--- config.mk ---
export PLATFORM = sky130hd
export DESIGN_NAME = logic_unit_pipe
export DESIGN_NICKNAME = d
export VERILOG_FILES = /design/src/rtl/logic_unit_pipe.sv
export SDC_FILE = /design/constraint.sdc
export NUM_CORES = 1
export LEC_CHECK = 0
export ABC_AREA = 1
export CAP_MARGIN = 5
export CORE_MARGIN = 1.5
export CORE_UTILIZATION = 45
export DETAILED_ROUTE_END_ITERATION = 10
export DONT_BUFFER_PORTS = 1
export PLACE_DENSITY = 0.71
export SYNTH_ARGS = -nofsm -noshare
export SYNTH_HDL_FRONTEND = slang
export SYNTH_SLANG_ARGS = --single-unit
--- constraint.sdc ---
create_clock -name clk -period 4.5 [get_ports clk]
set_input_delay 0.675 -clock clk [delete_from_list [all_inputs] [get_ports clk]]
set_output_delay 0.675 -clock clk [all_outputs]
set_load 0.02 [all_outputs]
--- src/rtl/logic_unit_pipe.sv ---
// Bitwise logic unit feeding a DEPTH-entry result FIFO; one-edge latency from accept to out_valid.
// Optional zero/parity flags per entry when LOGIC_UNIT_PIPE_FLAGS_EN is defined.
module logic_unit_pipe #(
    parameter int WIDTH = 32,
    parameter int DEPTH = 4
) (
    input  logic                     clk,
    input  logic                     rst_n,
    input  logic                     in_valid,
    output logic                     in_ready,
    input  logic [2:0]               op,
    input  logic [WIDTH-1:0]         a,
    input  logic [WIDTH-1:0]         b,
    output logic                     out_valid,
    input  logic                     out_ready,
    output logic [WIDTH-1:0]         result,
`ifdef LOGIC_UNIT_PIPE_FLAGS_EN
    output logic                     out_zero,
    output logic                     out_parity,
`endif
    output logic [$clog2(DEPTH):0]   count
);
    localparam int PW = $clog2(DEPTH);
    localparam int CW = PW + 1;
`ifdef LOGIC_UNIT_PIPE_FLAGS_EN
    localparam int EW = WIDTH + 2;
`else
    localparam int EW = WIDTH;
`endif

    logic [WIDTH-1:0] op_res;
    logic [EW-1:0]    entry;
    logic [EW-1:0]    head;
    logic [EW-1:0]    mem_q [DEPTH];
    logic [EW-1:0]    mem_d [DEPTH];
    logic [PW-1:0]    wptr_q, wptr_d, rptr_q, rptr_d;
    logic [CW-1:0]    count_q, count_d;
    logic             push, pop;

    always_comb begin
        op_res = '0;
        case (op)
            3'b000: op_res = a & b;
            3'b001: op_res = a | b;
            3'b010: op_res = a ^ b;
            3'b011: op_res = ~(a | b);
            3'b100: op_res = a & ~b;
            3'b101: op_res = ~(a & b);
            3'b110: op_res = ~(a ^ b);
            default: op_res = a;
        endcase
    end

    // Entry layout: {parity, zero, result}; flags are computed once at push time.
`ifdef LOGIC_UNIT_PIPE_FLAGS_EN
    assign entry = {^op_res, (op_res == '0), op_res};
`else
    assign entry = op_res;
`endif

    assign in_ready  = (count_q < CW'(DEPTH));
    assign out_valid = (count_q != '0);
    assign push      = in_valid & in_ready;
    assign pop       = out_valid & out_ready;

    always_comb begin
        mem_d = mem_q;
        if (push) mem_d[wptr_q] = entry;
        wptr_d  = wptr_q + PW'(push);
        rptr_d  = rptr_q + PW'(pop);
        count_d = count_q + CW'(push) - CW'(pop);
    end

    always_ff @(posedge clk or negedge rst_n) begin
        if (!rst_n) begin
            for (int i = 0; i < DEPTH; i++) mem_q[i] <= '0;
            wptr_q  <= '0;
            rptr_q  <= '0;
            count_q <= '0;
        end else begin
            mem_q   <= mem_d;
            wptr_q  <= wptr_d;
            rptr_q  <= rptr_d;
            count_q <= count_d;
        end
    end

    // Head is masked so nothing stale leaks out while empty or in reset.
    assign head   = mem_q[rptr_q];
    assign result = out_valid ? head[WIDTH-1:0] : '0;
    assign count  = count_q;
`ifdef LOGIC_UNIT_PIPE_FLAGS_EN
    assign out_zero   = out_valid & head[WIDTH];
    assign out_parity = out_valid & head[WIDTH+1];
`endif

endmodule

==> results_dict.tcl <==
set metrics [dict create \
    outcome "finished clean" \
    cap_violations 0 \
    final_util_pct 49.16 \
    dieArea_um2 24240 \
    cp.required_ps 3830 \
    drcViolationCount 0 \
    postSynthCellCount 1594 \
    crit_buf_inv 2 \
    slew_viol_final 0 \
    place_hpwl_mm 19.45 \
    reg2reg_from "count[2]" \
    yosys_warnings 0 \
    drive_above_1_share_pct 4.029 \
    numCtsBuffers 17 \
    netlist_area_um2 10490 \
    io_buffers 0 \
    chipHeight_um 155.7 \
    grt_remaining_overflow 0 \
    power_density_nw_per_um2 548.0 \
    hold_class "primary input to asynchronous set/reset pin" \
    core_um2 22780 \
    drt-pass1-iter-count 6 \
    areaGrowthSynthToFinish_pct 6.701 \
    cts.sinks 135 \
    grt_pass1_vias 9155 \
    clock_latency_ps 420 \
    rows 55 \
    rsz0062_at_grt "false" \
    drtIter0Drc 1035 \
    crit_type "flip-flop to output port" \
    synth_top_area_share_pct 32.19 \
    ctsResizeCount 0 \
    finalSetupViolCount 0 \
    slowest_delay_ps 650 \
    synthTopCellsByArea "dfrtp_1, nand2_1, nand3_1" \
    postRouteAntennaNets 0 \
    finalSetupTns_ps 0 \
    cp_top_family "buffers and inverters" \
    rr_endpoint "mem_q[55]" \
    synth_cell_types 20 \
    hold_ws_ps 144.5 \
    peakVddDrop_mv 0.2808 \
    antenna_found_initial 0 \
    critPathSlowestCell "inv_1" \
    crit_chain "buf_4, inv_1, nor2_1, o21ai_0, a21oi_1" \
    startpoint "rptr_q[1]" \
    crit_fanout 34 \
    clk_pin_slew_ps 70 \
    cts_root_buf "clkbuf_16" \
    avgSynthCellArea_um2 6.583 \
    worstSetupEndpoint "result[6]" \
    ys_top_cells_by_count "nand2_1, nand3_1, nor2_1" \
    async_flop_share_pct 100.0 \
    ys_seq_area_share_pct 32.19 \
    end_kind "output port" \
    p_leak_uw 0.006162 \
    synthesis.nets 1764 \
    yosys.area.top_type "dfrtp_1" \
    finalCriticalPeriod_ps 3282 \
    fin_crit_sh_pct 72.94 \
    die_w_um 155.7 \
    drt_wl_total_mm 29.71 \
    diodes 0 \
    final-hold-violation-count 0 \
    clk_path_buf_depth 2 \
    htree_levels 4 \
    worst_slew_pin_slew_ps 1218 \
    place.gp.congestion 0.9005 \
    worstSetupPathDepth 5 \
    cts_tree "built" \
    slew_headroom_pct 18.74 \
    post_drt_wl_per_cell_um 16.04 \
    fin_skew_ps 7.330 \
    synth-edff-count 0 \
    num-nets-final 1696 \
    io_pins 108 \
    grt_usage_pct 24.92 \
    crit_arrival_ps 2610 \
    synthFlopType "dfrtp_1" \
    grt_pass1_wl_mm 48.04 \
    start_util_pct 46.07 \
    fmax_ghz 0.3046 \
    r2r_cells 7 \
    vias 10166 \
    post_drt_via_cell_ratio 5.489 \
    yosysMostFrequentCell "nand2_1" \
    synth-seq-cells 135 \
    cp-start-kind "flip-flop" \
    grt_max_degree 136 \
    rrSetupSlack_ps 1810 \
]
-- final cells by class --
type / instances / area [µm²]
tap: 313 / 391.6
timing repair buffer: 19 / 175.2
sequential: 135 / 3379
clock buffer: 18 / 439.2
fill: 2286 / 11580
clock inverter: 14 / 115.1
inverter: 176 / 661.9
multi-input combinational: 1177 / 6035
-- flip-flops by register name, indices dropped and copies added, names as in the netlist --
register,cells
mem_q,128
rptr_q,2
wptr_q,2
count,3
-- stage by stage --
stage	instance area, µm²	setup WS (ps)	power, µW	instances
after floorplan	10490	2046	4144	1594
after global placement	10620	1798	4739	1819
after detailed placement	10620	1696	4792	1819
after CTS	11200	1251	6133	1852
after global routing	11200	1041	6596	1852
final	11200	1218	6136	1852
-- what timing repair did --
item | in CTS | in global routing
endpoints found under the hold margin | 135 | 0
buffers inserted | 0 | 0
hold buffers | 1 | 0
-- placed cells by master (no fill, tap or decap), drive strengths merged, types with 18 or more instances in the layout --
cell / count
nand4: 66
inv: 181
nand3: 253
buf: 19
nand2: 425
clkbuf: 18
a21oi: 61
dfrtp: 135
o21ai: 64
ha: 98
nor2: 198
-- cell families (layout without fill, tap and decap cells) --
group | after synthesis | in the layout | synth area share [%]
adder cells (fa/ha/maj) | 99 | 99 | 11.88
XOR/XNOR | 6 | 6 | 0.5008
flip-flops | 135 | 135 | 32.19
AND/OR/NAND/NOR | 947 | 947 | 38.81
buffers and inverters | 282 | 227 | 10.66
AO/OA/AOI/OAI | 125 | 125 | 5.962
-- power by group --
group / internal [µW] / switching, µW
Sequential: 1770 / 341
Combinational: 787 / 1950
Clock: 731 / 563
Total: 3290 / 2850
-- worst min-delay path by stage --
| stage | startpoint | end | slack [ps] | cells past startpoint |
|---|---|---|---|---|
| final | rst_n | mem_q[25] | 140 | 1 |
| after CTS | rst_n | mem_q[89] | 250 | 1 |
| after floorplan | rst_n | count[0] | 380 | 0 |
| after global placement | rst_n | mem_q[25] | 380 | 0 |
| after global routing | rst_n | mem_q[25] | 260 | 1 |
| after detailed placement | rst_n | mem_q[25] | 380 | 0 |
-- layer usage --
metal | GRT usage, % | up-vias | wire [µm]
li1 | - | 4966 | -
met1 | 35.50 | 4825 | 13460
met2 | 37.14 | 352 | 13010
met3 | 7.389 | 23 | 2837
met4 | 5.669 | 0 | 406
met5 | 0 | - | 0
Note: power is estimated with default switching activity, not from simulation.
